--- src/rtl/bus_cycle_sequencer_if.sv ---
// Controller-side handshake plus external multiplexed-bus pins of the bus cycle sequencer.
// The sequencer uses the slave view; whatever drives requests and pads uses the master view.
interface bus_cycle_sequencer_if #(
  parameter int DW = 8
);
  logic          start;
  logic          rw;
  logic          skip_addr;
  logic [DW-1:0] addr;
  logic [DW-1:0] wdata;
  logic [DW-1:0] bus_in;
  logic [DW-1:0] bus_out;
  logic          bus_oe;
  logic          c_ad_n;
  logic          c_cs_n;
  logic          c_rd_n;
  logic          c_wr_n;
  logic [DW-1:0] rdata;
  logic          busy;
  logic          done;

  modport master (
    output start, rw, skip_addr, addr, wdata, bus_in,
    input  bus_out, bus_oe, c_ad_n, c_cs_n, c_rd_n, c_wr_n, rdata, busy, done
  );

  modport slave (
    input  start, rw, skip_addr, addr, wdata, bus_in,
    output bus_out, bus_oe, c_ad_n, c_cs_n, c_rd_n, c_wr_n, rdata, busy, done
  );
endinterface

--- src/rtl/bus_cycle_sequencer.sv ---
// Multiplexed-bus transaction sequencer: address phase, data phase (read or write), then recovery gap.
// Every pin is registered from the next-state decode, so pins switch on the same edge as the state.
module bus_cycle_sequencer #(
  parameter int DW      = 8,
  parameter int CW      = 5,
  parameter int T_SETUP = 2,
  parameter int T_PULSE = 18,
  parameter int T_HOLD  = 2,
  parameter int T_GAP   = 4
) (
  input  logic                  clk,
  input  logic                  rst_n,
  bus_cycle_sequencer_if.slave  bus
);

  typedef enum logic [2:0] {
    IDLE, A_SETUP, A_PULSE, A_HOLD, D_SETUP, D_PULSE, D_HOLD, GAP
  } state_t;

  localparam logic [CW-1:0] LD_SETUP = CW'(T_SETUP - 1);
  localparam logic [CW-1:0] LD_PULSE = CW'(T_PULSE - 1);
  localparam logic [CW-1:0] LD_HOLD  = CW'(T_HOLD - 1);
  localparam logic [CW-1:0] LD_GAP   = CW'(T_GAP - 1);

  state_t        state_q, state_d;
  logic [CW-1:0] cnt_q, cnt_d;
  logic          rw_q, rw_d;
  logic [DW-1:0] addr_q, addr_d;
  logic [DW-1:0] wdata_q, wdata_d;
  logic [DW-1:0] rdata_q, rdata_d;
  logic [DW-1:0] bus_out_q, bus_out_d;
  logic          oe_q, oe_d;
  logic          ad_n_q, ad_n_d;
  logic          cs_n_q, cs_n_d;
  logic          rd_n_q, rd_n_d;
  logic          wr_n_q, wr_n_d;
  logic          busy_q, busy_d;
  logic          done_q, done_d;
  logic          last;

  assign last = (cnt_q == '0);

  always_comb begin
    state_d = state_q;
    cnt_d   = cnt_q;
    rw_d    = rw_q;
    addr_d  = addr_q;
    wdata_d = wdata_q;
    rdata_d = rdata_q;
    if (state_q != IDLE && !last) cnt_d = cnt_q - 1'b1;
    case (state_q)
      IDLE: begin
        if (bus.start) begin
          rw_d    = bus.rw;
          addr_d  = bus.addr;
          wdata_d = bus.wdata;
          state_d = bus.skip_addr ? D_SETUP : A_SETUP;
          cnt_d   = LD_SETUP;
        end
      end
      A_SETUP: if (last) begin state_d = A_PULSE; cnt_d = LD_PULSE; end
      A_PULSE: if (last) begin state_d = A_HOLD;  cnt_d = LD_HOLD;  end
      A_HOLD:  if (last) begin state_d = D_SETUP; cnt_d = LD_SETUP; end
      D_SETUP: if (last) begin state_d = D_PULSE; cnt_d = LD_PULSE; end
      D_PULSE: begin
        if (last) begin
          state_d = D_HOLD;
          cnt_d   = LD_HOLD;
          if (rw_q) rdata_d = bus.bus_in;
        end
      end
      D_HOLD:  if (last) begin state_d = GAP; cnt_d = LD_GAP; end
      GAP:     if (last) begin state_d = IDLE; cnt_d = '0; end
      default: begin state_d = IDLE; cnt_d = '0; end
    endcase
  end

  // Pin levels decoded from the upcoming state; the bus is released for the whole read strobe.
  always_comb begin
    ad_n_d    = 1'b1;
    cs_n_d    = 1'b1;
    rd_n_d    = 1'b1;
    wr_n_d    = 1'b1;
    oe_d      = 1'b0;
    bus_out_d = '0;
    busy_d    = (state_d != IDLE);
    done_d    = (state_d == GAP) && (state_q != GAP);
    case (state_d)
      A_SETUP, A_HOLD: begin
        ad_n_d    = 1'b0;
        oe_d      = 1'b1;
        bus_out_d = addr_d;
      end
      A_PULSE: begin
        ad_n_d    = 1'b0;
        cs_n_d    = 1'b0;
        wr_n_d    = 1'b0;
        oe_d      = 1'b1;
        bus_out_d = addr_d;
      end
      D_SETUP, D_HOLD: begin
        oe_d      = !rw_d;
        bus_out_d = wdata_d;
      end
      D_PULSE: begin
        cs_n_d    = 1'b0;
        bus_out_d = wdata_d;
        if (rw_d) begin
          rd_n_d = 1'b0;
        end else begin
          wr_n_d = 1'b0;
          oe_d   = 1'b1;
        end
      end
      default: ;
    endcase
  end

  always_ff @(posedge clk or negedge rst_n) begin
    if (!rst_n) begin
      state_q   <= IDLE;
      cnt_q     <= '0;
      rw_q      <= 1'b0;
      addr_q    <= '0;
      wdata_q   <= '0;
      rdata_q   <= '0;
      bus_out_q <= '0;
      oe_q      <= 1'b0;
      ad_n_q    <= 1'b1;
      cs_n_q    <= 1'b1;
      rd_n_q    <= 1'b1;
      wr_n_q    <= 1'b1;
      busy_q    <= 1'b0;
      done_q    <= 1'b0;
    end else begin
      state_q   <= state_d;
      cnt_q     <= cnt_d;
      rw_q      <= rw_d;
      addr_q    <= addr_d;
      wdata_q   <= wdata_d;
      rdata_q   <= rdata_d;
      bus_out_q <= bus_out_d;
      oe_q      <= oe_d;
      ad_n_q    <= ad_n_d;
      cs_n_q    <= cs_n_d;
      rd_n_q    <= rd_n_d;
      wr_n_q    <= wr_n_d;
      busy_q    <= busy_d;
      done_q    <= done_d;
    end
  end

  assign bus.bus_out = bus_out_q;
  assign bus.bus_oe  = oe_q;
  assign bus.c_ad_n  = ad_n_q;
  assign bus.c_cs_n  = cs_n_q;
  assign bus.c_rd_n  = rd_n_q;
  assign bus.c_wr_n  = wr_n_q;
  assign bus.rdata   = rdata_q;
  assign bus.busy    = busy_q;
  assign bus.done    = done_q;

endmodule
--- src/flat_wrapper.sv ---
// flat-port wrapper written by rule: the top's interface ports become plain ports
module bus_cycle_sequencer_flat 
#(
  parameter int DW      = 8,
  parameter int CW      = 5,
  parameter int T_SETUP = 2,
  parameter int T_PULSE = 18,
  parameter int T_HOLD  = 2,
  parameter int T_GAP   = 4
)
  (clk, rst_n, bus_start, bus_rw, bus_skip_addr, bus_addr, bus_wdata, bus_bus_in, bus_bus_out, bus_bus_oe, bus_c_ad_n, bus_c_cs_n, bus_c_rd_n, bus_c_wr_n, bus_rdata, bus_busy, bus_done);
  bus_cycle_sequencer_if #(.DW(DW)) bus_i ();
  input  logic clk;
  input  logic rst_n;
  input wire logic [$bits(bus_i.start)-1:0] bus_start;
  input wire logic [$bits(bus_i.rw)-1:0] bus_rw;
  input wire logic [$bits(bus_i.skip_addr)-1:0] bus_skip_addr;
  input wire logic [$bits(bus_i.addr)-1:0] bus_addr;
  input wire logic [$bits(bus_i.wdata)-1:0] bus_wdata;
  input wire logic [$bits(bus_i.bus_in)-1:0] bus_bus_in;
  output wire logic [$bits(bus_i.bus_out)-1:0] bus_bus_out;
  output wire logic [$bits(bus_i.bus_oe)-1:0] bus_bus_oe;
  output wire logic [$bits(bus_i.c_ad_n)-1:0] bus_c_ad_n;
  output wire logic [$bits(bus_i.c_cs_n)-1:0] bus_c_cs_n;
  output wire logic [$bits(bus_i.c_rd_n)-1:0] bus_c_rd_n;
  output wire logic [$bits(bus_i.c_wr_n)-1:0] bus_c_wr_n;
  output wire logic [$bits(bus_i.rdata)-1:0] bus_rdata;
  output wire logic [$bits(bus_i.busy)-1:0] bus_busy;
  output wire logic [$bits(bus_i.done)-1:0] bus_done;
  assign bus_i.start = bus_start;
  assign bus_i.rw = bus_rw;
  assign bus_i.skip_addr = bus_skip_addr;
  assign bus_i.addr = bus_addr;
  assign bus_i.wdata = bus_wdata;
  assign bus_i.bus_in = bus_bus_in;
  assign bus_bus_out = bus_i.bus_out;
  assign bus_bus_oe = bus_i.bus_oe;
  assign bus_c_ad_n = bus_i.c_ad_n;
  assign bus_c_cs_n = bus_i.c_cs_n;
  assign bus_c_rd_n = bus_i.c_rd_n;
  assign bus_c_wr_n = bus_i.c_wr_n;
  assign bus_rdata = bus_i.rdata;
  assign bus_busy = bus_i.busy;
  assign bus_done = bus_i.done;
  bus_cycle_sequencer #(.DW(DW), .CW(CW), .T_SETUP(T_SETUP), .T_PULSE(T_PULSE), .T_HOLD(T_HOLD), .T_GAP(T_GAP)) u_core (.clk(clk), .rst_n(rst_n), .bus(bus_i));
endmodule
--- config.mk ---
export PLATFORM = sky130hd
export DESIGN_NAME = bus_cycle_sequencer_flat
export DESIGN_NICKNAME = d
export VERILOG_FILES = /design/src/rtl/bus_cycle_sequencer_if.sv /design/src/rtl/bus_cycle_sequencer.sv /design/src/flat_wrapper.sv
export SDC_FILE = /design/constraint.sdc
export NUM_CORES = 1
export LEC_CHECK = 0
export CORE_ASPECT_RATIO = 2
export CORE_MARGIN = 8
export CORE_UTILIZATION = 52
export DETAILED_ROUTE_END_ITERATION = 10
export GPL_ROUTABILITY_DRIVEN = 0
export PLACE_DENSITY = 0.84
export RECOVER_POWER = 50
export SLEW_MARGIN = 20
export SYNTH_ARGS = -nofsm -noshare
export SYNTH_HDL_FRONTEND = slang
export SYNTH_SLANG_ARGS = --single-unit
--- constraint.sdc ---
create_clock -name clk -period 3.3 [get_ports clk]
set_clock_uncertainty 0.1 [all_clocks]
set_input_delay 0.33 -clock clk [delete_from_list [all_inputs] [get_ports clk]]
set_output_delay 0.33 -clock clk [all_outputs]
set_load 0.02 [all_outputs]
# Word-level counts from Yosys, hierarchy flattened
# Index checks and enable logic that the tools add are counted.
# totals
regBits	48
latchBits	0
ramBits	0
romBits	0
inputBits	29
output_inout_bits	23
word_cells	76
n_memories	0
# op_classes
addsub	1
n_mul	0
div	0
magnitude_cmp	0
n_eq_ne	15
n_shift	0
muxes	31
bitwise	0
n_reduce_logical	15
# op_table
op	count
2-to-1 mux 8 bit	4
2-to-1 mux 5 bit	6
2-to-1 mux 3 bit	9
one-hot mux 5 bit (5 select lines)	1
== test 3 bit (second input constant)	8
one-hot mux 3 bit (8 select lines)	1
one-hot mux 8 bit (2 select lines)	1
== test 3 x 2 -> 1 bit (second input constant)	4
OR reduction 3 bit	3
2-to-1 mux 1 bit	7
== test 3 x 1 -> 1 bit (second input constant)	2
nonzero test 3 bit	2
OR reduction 2 bit	3
logical NOT 5 bit	1
subtractor 5 x 1 -> 5 bit (second input constant)	1
logical NOT 3 bit	1
!= test 3 bit (second input constant)	1
one-hot mux 1 bit (3 select lines)	1
AND reduction 3 bit	1
logical AND 1 bit	2
logical NOT 1 bit	2
one-hot mux 1 bit (2 select lines)	1

# Depth between registers and ports, before layout
# Gate-level depths: netlist of the first run.
# depth
word_depth	6
depth_mapped	7
depth_no_buf	6

# Least setup slack after synthesis of the first run
# No wires, ideal clock.
# synth_timing
path_kind	register to register
startpoint	reg u_core.cnt_q[0]
endpoint	reg u_core.rdata_q[0], in the netlist u_core.bus.rdata[0]
setup_time_ns	0.125
arrival_ns	1.838
required_ns	3.075
path_slack_ns	1.237
path_stages_with_launch	8
n_path_buf	1
period_less_slack_ns	2.063
cell_sequence	dfrtp_1 inv_1 ha_1 or4b_4 buf_6 nor2_4 nand3_4 mux2_4
# synth_between
elab_chain_len	2
# synth_rtl
element	line	rtl
from (decl)	bus_cycle_sequencer.sv:26	logic [CW-1:0] cnt_q, cnt_d;
from (signal assigned)	bus_cycle_sequencer.sv:137	cnt_q <= cnt_d;
logical NOT 5 bit	bus_cycle_sequencer.sv:41	assign last = (cnt_q == '0);
AND reduction 3 bit (no line)	--	
to (signal assigned)	bus_cycle_sequencer.sv:141	rdata_q <= rdata_d;
to (decl)	bus_cycle_sequencer.sv:30	logic [DW-1:0] rdata_q, rdata_d;
# No other way between the ends.
# A chain may end at the register's enable or synchronous reset.

# Worst setup path after layout of the first run
# layout_timing
startpoint	reg u_core.cnt_q[0]
endpoint	reg u_core.rdata_q[4], in the netlist u_core.bus.rdata[4]
# Same word-level chain as after synthesis.

==> flow_summary.toml, run 1 <==
[synth]
synth-async-reset-ratio_pct = 100
postSynthCellCount = 177
synthDistinctLibCells = 38
ys_warn_count = 0
ys_seq_area_share_pct = 57.1
ys.flop_type = "dfrtp_1"
netlist_area_um2 = 2110
syn_nets = 208
synth_top_family_by_area = "multiplexers"
syn_avg_cell_area_um2 = 11.9
synthAdderAreaFrac_pct = 1.18
synthMuxAreaShare_pct = 14.3
synthSimpleGateAreaFrac_pct = 10.5
synth_xor_area_share_pct = 0.829
synth-edff-count = 0
synth_seq_cells = 48
synth_compound_area_share_pct = 9.77

[global_route]
grt_max_degree = 49
grt.total_usage_pct = 14.5
grt_pass1_vias = 1562
grt_pass1_wl_um = 7260
grt_overflow = 0
antenna_found_initial = 0

[cts]
cts_max_level = 2
clock_latency_ns = 0.30
cts_buffers = 5
clock_path_buffers = 2
cts_resized = 0
cts_tree = "yes"
root_buffer = "clkbuf_8"
path_clk_slew_ns = 0.09
cts_sinks = 48

[worst_setup_path]
max_stage_delay_ns = 0.58
worstReg2RegEnd = "u_core.bus.rdata[4]"
r2r_setup_slack_ns = 1.12
path_class = "reg -> reg"
crit_path_start_kind = "flip-flop"
reg2reg_depth = 6
path_max_fanout = 11
worstPathArrival_ns = 2.27
critPathRequiredTime_ns = 3.39
critical_path.cell_chain = "inv_1 -> ha_1 -> or4b_4 -> nor2_4 -> nand3_4 -> mux2_4"
end_kind = "flip-flop"
crit_slowest_cell = "or4b_4"
timing.rr.start = "u_core.cnt_q[0]"

[worst_hold_path]
hold_end = "u_core.addr_q[5]"
worstHoldPathCells = 2
hold_path.class = "reg -> reg"
hp-start = "u_core.addr_q[5]"

[final_layout]
layout_commonest_cell = "dfrtp_1"
regArea_um2 = 1210
n_antenna_cell = 0
synthToLayoutAreaGrowth_pct = 30.5
final-instance-count-excl-fill = 280
final_net_count = 258
multi_input_area_um2 = 778
final_cell_area_um2 = 2760
drive_above_1_share_pct = 12.7
layout_common_cells = "dfrtp_1, clkdlybuf4s50_1, inv_1, mux2i_1, dlygate4sd3_1"
fillers = 299

[routing]
drtIter0Drc = 29
routed_wl_um = 4370
viasPerCell = 5.38
ant_nets = 0
drc = 0
first_pass_iters = 4
wire_per_inst_um = 15.6
num_vias = 1506

[timing]
fin_crit_sh_pct = 66.1
grt_setup_unrepaired = "false"
hold_slack_ns = 0.383
relSlewSlack_pct = 25.2
fin_crit_ns = 2.18
setup_viol_count_final = 0
max_freq_mhz = 459
finalHoldViolCount = 0
tns_ns = 0
final_max_slew_viol_count = 0
worst_pin_slew_ns = 1.12

[power]
power_frac_clock_pct = 17.5
p_seq_share_pct = 45.9
swShare_pct = 35.4
p_leak_uw = 0.00127
p_int_uw = 1330
switching_power_uw = 732
power_frac_comb_pct = 36.6
p_per_area_nw_per_um2 = 750
irDropWorstVdd_mv = 0.516

[placement]
dp_hpwl_um = 3120
dp.cells = 271
placed_area_um2 = 2650
portBuffers = 51

[die]
rows = 33
core_um2 = 4010
design.die.area_um2 = 6480
die_h_um = 106
die_w_um = 61.1
start_util_pct = 52.7
io_pins = 52

[flow_run]
max_cap_violations = 0

[outcome]
status = "complete, no violations"
kinds of logic after synthesis:
group | Yosys count
AO/OA/AOI/OAI | 31
AND/OR/NAND/NOR | 36
flip-flops | 48
adder cells (fa/ha/maj) | 2
multiplexers | 26
XOR/XNOR | 2
buffers and inverters | 32
power groups by stage:
| stage | clock [uW] | combinational, uW | sequential [uW] |
|---|---|---|---|
| final | 362 | 756 | 949 |
| after global routing | 396 | 825 | 980 |
| after CTS | 375 | 780 | 952 |
| after detailed placement | 0 | 777 | 962 |
| after global placement | 0 | 758 | 945 |
| after floorplan | 0 | 420 | 999 |
metrics by stage:
stage | setup slack (ns) | total power, uW | util [%]
after floorplan | 1.24 | 1420 | -
after global placement | 1.10 | 1700 | 66.1
after detailed placement | 1.05 | 1740 | 66.1
after CTS | 1.12 | 2110 | 68.5
after global routing | 1.01 | 2200 | 68.8
final | 1.12 | 2070 | 68.8
cell type report:
| cell class | instances | area share (%) |
|---|---|---|
| clock buffer | 6 | 3.00 |
| clock inverter | 2 | 0.500 |
| multi-input combinational | 97 | 28.2 |
| tap | 52 | 2.36 |
| inverter | 21 | 2.86 |
| sequential | 48 | 43.8 |
| timing repair buffer | 54 | 19.3 |
critical path: cells and delay by family (launching register included):
family | cells | cell delay [ns]
flip-flops | 1 | 0.41
AND/OR/NAND/NOR | 3 | 0.92
adder cells (fa/ha/maj) | 1 | 0.20
buffers and inverters | 1 | 0.09
multiplexers | 1 | 0.34
worst max path at each step:
stage,startpoint,endpoint,slack (ns),depth (start not counted)
5_1_grt,u_core.cnt_q[0],u_core.bus.rdata[7],1.01,6
3_3_place_gp,bus_start,u_core.bus.c_wr_n,1.10,6
3_5_place_dp,bus_start,u_core.bus.c_wr_n,1.05,6
2_1_floorplan,u_core.cnt_q[0],u_core.bus.rdata[0],1.24,7
6_report,u_core.cnt_q[0],u_core.bus.rdata[4],1.12,6
4_1_cts,u_core.cnt_q[0],u_core.bus.rdata[2],1.12,6
cells in the mapped netlist, drive strengths merged, types with 3 or more instances:
cell | count | area (um2)
nor2 | 6 | 30.0
nor4b | 3 | 26.3
o22ai | 8 | 50.1
o21ai | 6 | 30.0
nand2 | 8 | 30.0
nand3 | 5 | 37.5
buf | 4 | 28.8
inv | 21 | 78.8
dfrtp | 44 | 1100
dfstp | 4 | 105
nor3 | 6 | 30.0
a21oi | 6 | 30.0
mux2i | 17 | 170
mux2 | 9 | 131
clkbuf | 7 | 26.3
state kept, by name (all words and copies together) (netlist names):
signal and count:
u_core.bus.c_wr_n 1, u_core.wdata_q 8, u_core.bus.bus_out 8, u_core.state_q 3, u_core.bus.c_rd_n 1, u_core.bus.rdata 8, u_core.bus.bus_oe 1, u_core.bus.c_cs_n 1
u_core.bus.c_ad_n 1, u_core.bus.done 1, u_core.cnt_q 5, u_core.addr_q 8, u_core.bus.busy 1, u_core.rw_q 1
what timing repair did:
item | CTS | global route
hold buffers | 0 | 1
setup buffers | 0 | 0
endpoints found under the hold margin | 0 | 44
metal layers:
layer / vias to the layer above / global-route usage, % / part of all wire, % / wire length, um
met5: - / 0 / 0 / 0
met1: 728 / 17.8 / 43 / 1890
met2: 54 / 23.1 / 49 / 2120
met3: 7 / 3.39 / 6.6 / 289
li1: 717 / - / - / -
met4: 0 / 6.05 / 1.7 / 74
Power figures use the tool's default switching activity.
==> inputs of run 2 (changes only) <==
--- a/config.mk
+++ b/config.mk
@@ -7,10 +7,10 @@
 export LEC_CHECK = 0
 export CORE_ASPECT_RATIO = 2
 export CORE_MARGIN = 8
-export CORE_UTILIZATION = 52
+export CORE_UTILIZATION = 44
 export DETAILED_ROUTE_END_ITERATION = 10
 export GPL_ROUTABILITY_DRIVEN = 0
-export PLACE_DENSITY = 0.84
+export PLACE_DENSITY = 0.75
 export RECOVER_POWER = 50
 export SLEW_MARGIN = 20
 export SYNTH_ARGS = -nofsm -noshare
==> constraint.sdc (replaced) <==
create_clock -name clk -period 2 [get_ports clk]
set_clock_uncertainty 0.1 [all_clocks]
set_input_delay 0.2 -clock clk [delete_from_list [all_inputs] [get_ports clk]]
set_output_delay 0.2 -clock clk [all_outputs]
set_load 0.02 [all_outputs]
==> flow_summary.toml, run 2 (synthesis results as in run 1) <==
[worst_hold_path]
hold_path.class = "reg -> reg"
worstHoldPathCells = 2

[timing]
fin_crit_sh_pct = 101
worst_pin_slew_ns = 1.13
setup_viol_count_final = 8
finalHoldViolCount = 0
final_max_slew_viol_count = 0
tns_ns = -0.0470
fin_crit_ns = 2.01
max_freq_mhz = 497
grt_setup_unrepaired = "true"
hold_slack_ns = 0.382
relSlewSlack_pct = 24.4
fin_ws_ns = -0.0101

[final_layout]
layout_common_cells = "clkdlybuf4s50_1, dfrtp_1, inv_1, buf_4, mux2i_1"
fillers = 370
synthToLayoutAreaGrowth_pct = 43.3
layout_commonest_cell = "clkdlybuf4s50_1"
n_antenna_cell = 0
final_net_count = 280
drive_above_1_share_pct = 22.4

[routing]
num_vias = 1650
drtIter0Drc = 39
viasPerCell = 5.41
ant_nets = 0
wire_per_inst_um = 17.0
drc = 0
routed_wl_um = 5180
first_pass_iters = 4

[global_route]
antenna_found_initial = 0
grt_max_degree = 24
grt_overflow = 0
grt_pass1_wl_um = 8310
grt_pass1_vias = 1764
grt.total_usage_pct = 14.3

[power]
p_total_uw = 3820
p_int_uw = 2500
power_frac_clock_pct = 17.6
swShare_pct = 34.5
p_per_area_nw_per_um2 = 1260
p_seq_share_pct = 38.8
switching_power_uw = 1320
power_frac_comb_pct = 43.7
p_leak_uw = 0.00140
irDropWorstVdd_mv = 0.939

[cts]
cts_max_level = 2
clock_latency_ns = 0.29
cts_tree = "yes"
clock_path_buffers = 2
cts_sinks = 48
cts_buffers = 5
path_clk_slew_ns = 0.08
root_buffer = "clkbuf_8"

[worst_setup_path]
reg2reg_depth = 6
end_kind = "flip-flop"
path_max_fanout = 8
critPathRequiredTime_ns = 2.08
worstPathArrival_ns = 2.09
path_class = "reg -> reg"
crit_path_start_kind = "flip-flop"

[die]
design.die.area_um2 = 7410
die_w_um = 65.0
rows = 35
core_um2 = 4600
start_util_pct = 45.9
io_pins = 52
die_h_um = 114

[outcome]
violations = "setup timing"
status = "finished with violations"

[placement]
pre_cts_slack_ns = -0.0558
portBuffers = 51
dp_hpwl_um = 3870

[flow_run]
max_cap_violations = 0
==> run 2: cell types whose count changed in the layout (fill, tap and decap cells not counted), sizes merged <==
cell / before / now
o221a: 1 / 2
dlygate4sd3: 12 / 4
bufinv: 0 / 1
inv: 22 / 21
clkdlybuf4s50: 39 / 47
clkbuf: 7 / 9
buf: 2 / 21
==> run 2: routing by layer <==
metal,GRT usage (%),up-vias,share of wire (%)
li1,-,765,-
met1,12.2,814,32
met2,28.2,51,60
met3,2.65,20,3.9
met4,8.80,0,4.6
met5,0,-,0
==> run 2: power groups by stage <==
stage	logic (uW)	clock network (uW)	registers (uW)
after global placement	1480	0	1470
after floorplan	693	0	1650
after global routing	1800	724	1500
after detailed placement	1510	0	1480
final	1670	671	1480
after CTS	1610	684	1470
==> run 2: path summary, 6_finish.rpt <==
| kind | startpoint | end | slack (ns) |
|---|---|---|---|
| max in group asynchronous | rst_n | u_core.bus.c_wr_n | 0.25 |
| worst max register to register | u_core.cnt_q[0] | u_core.bus.rdata[7] | -0.01 |
| min in group asynchronous | rst_n | u_core.bus.bus_out[2] | 0.54 |
| worst min-delay path | u_core.addr_q[2] | u_core.addr_q[2] | 0.38 |
| worst max-delay path | u_core.cnt_q[0] | u_core.bus.rdata[7] | -0.01 |
| worst min register to register | u_core.addr_q[2] | u_core.addr_q[2] | 0.38 |
==> run 2: through the flow <==
step                      utilization [%]  cells  cell area (um2)
after floorplan                         -    177             2110
after global placement               61.0    289             2800
after detailed placement             61.0    289             2800
after CTS                            64.8    302             2980
after global routing                 65.8    305             3030
final                                65.8    305             3030
==> run 2: worst max-delay path, cell delays in order (launching register included) <==
cell,delay [ns]
dfrtp_1,0.40
inv_2,0.08
ha_4,0.14
or4b_4,0.52
nor2_4,0.14
nand3_4,0.17
mux2_4,0.34
==> run 2: repair_timing <==
action	in CTS	in global routing
gates resized for setup	7	4
setup buffers	3	3
endpoints found under the hold margin	20	0
hold buffers	1	0
pin swaps	3	2
endpoints found under the setup margin	18	19
cloned	1	0
==> run 2: area by class of cell <==
type	instances	area (um2)	share of cell area, %
Clock inverter	2	35.0	1.16
Tap cell	55	68.8	2.27
Sequential cell	48	1210	39.9
Multi-Input combinational cell	98	846	27.9
Clock buffer	6	72.6	2.40
Inverter	21	78.8	2.60
Timing Repair Buffer	75	719	23.8
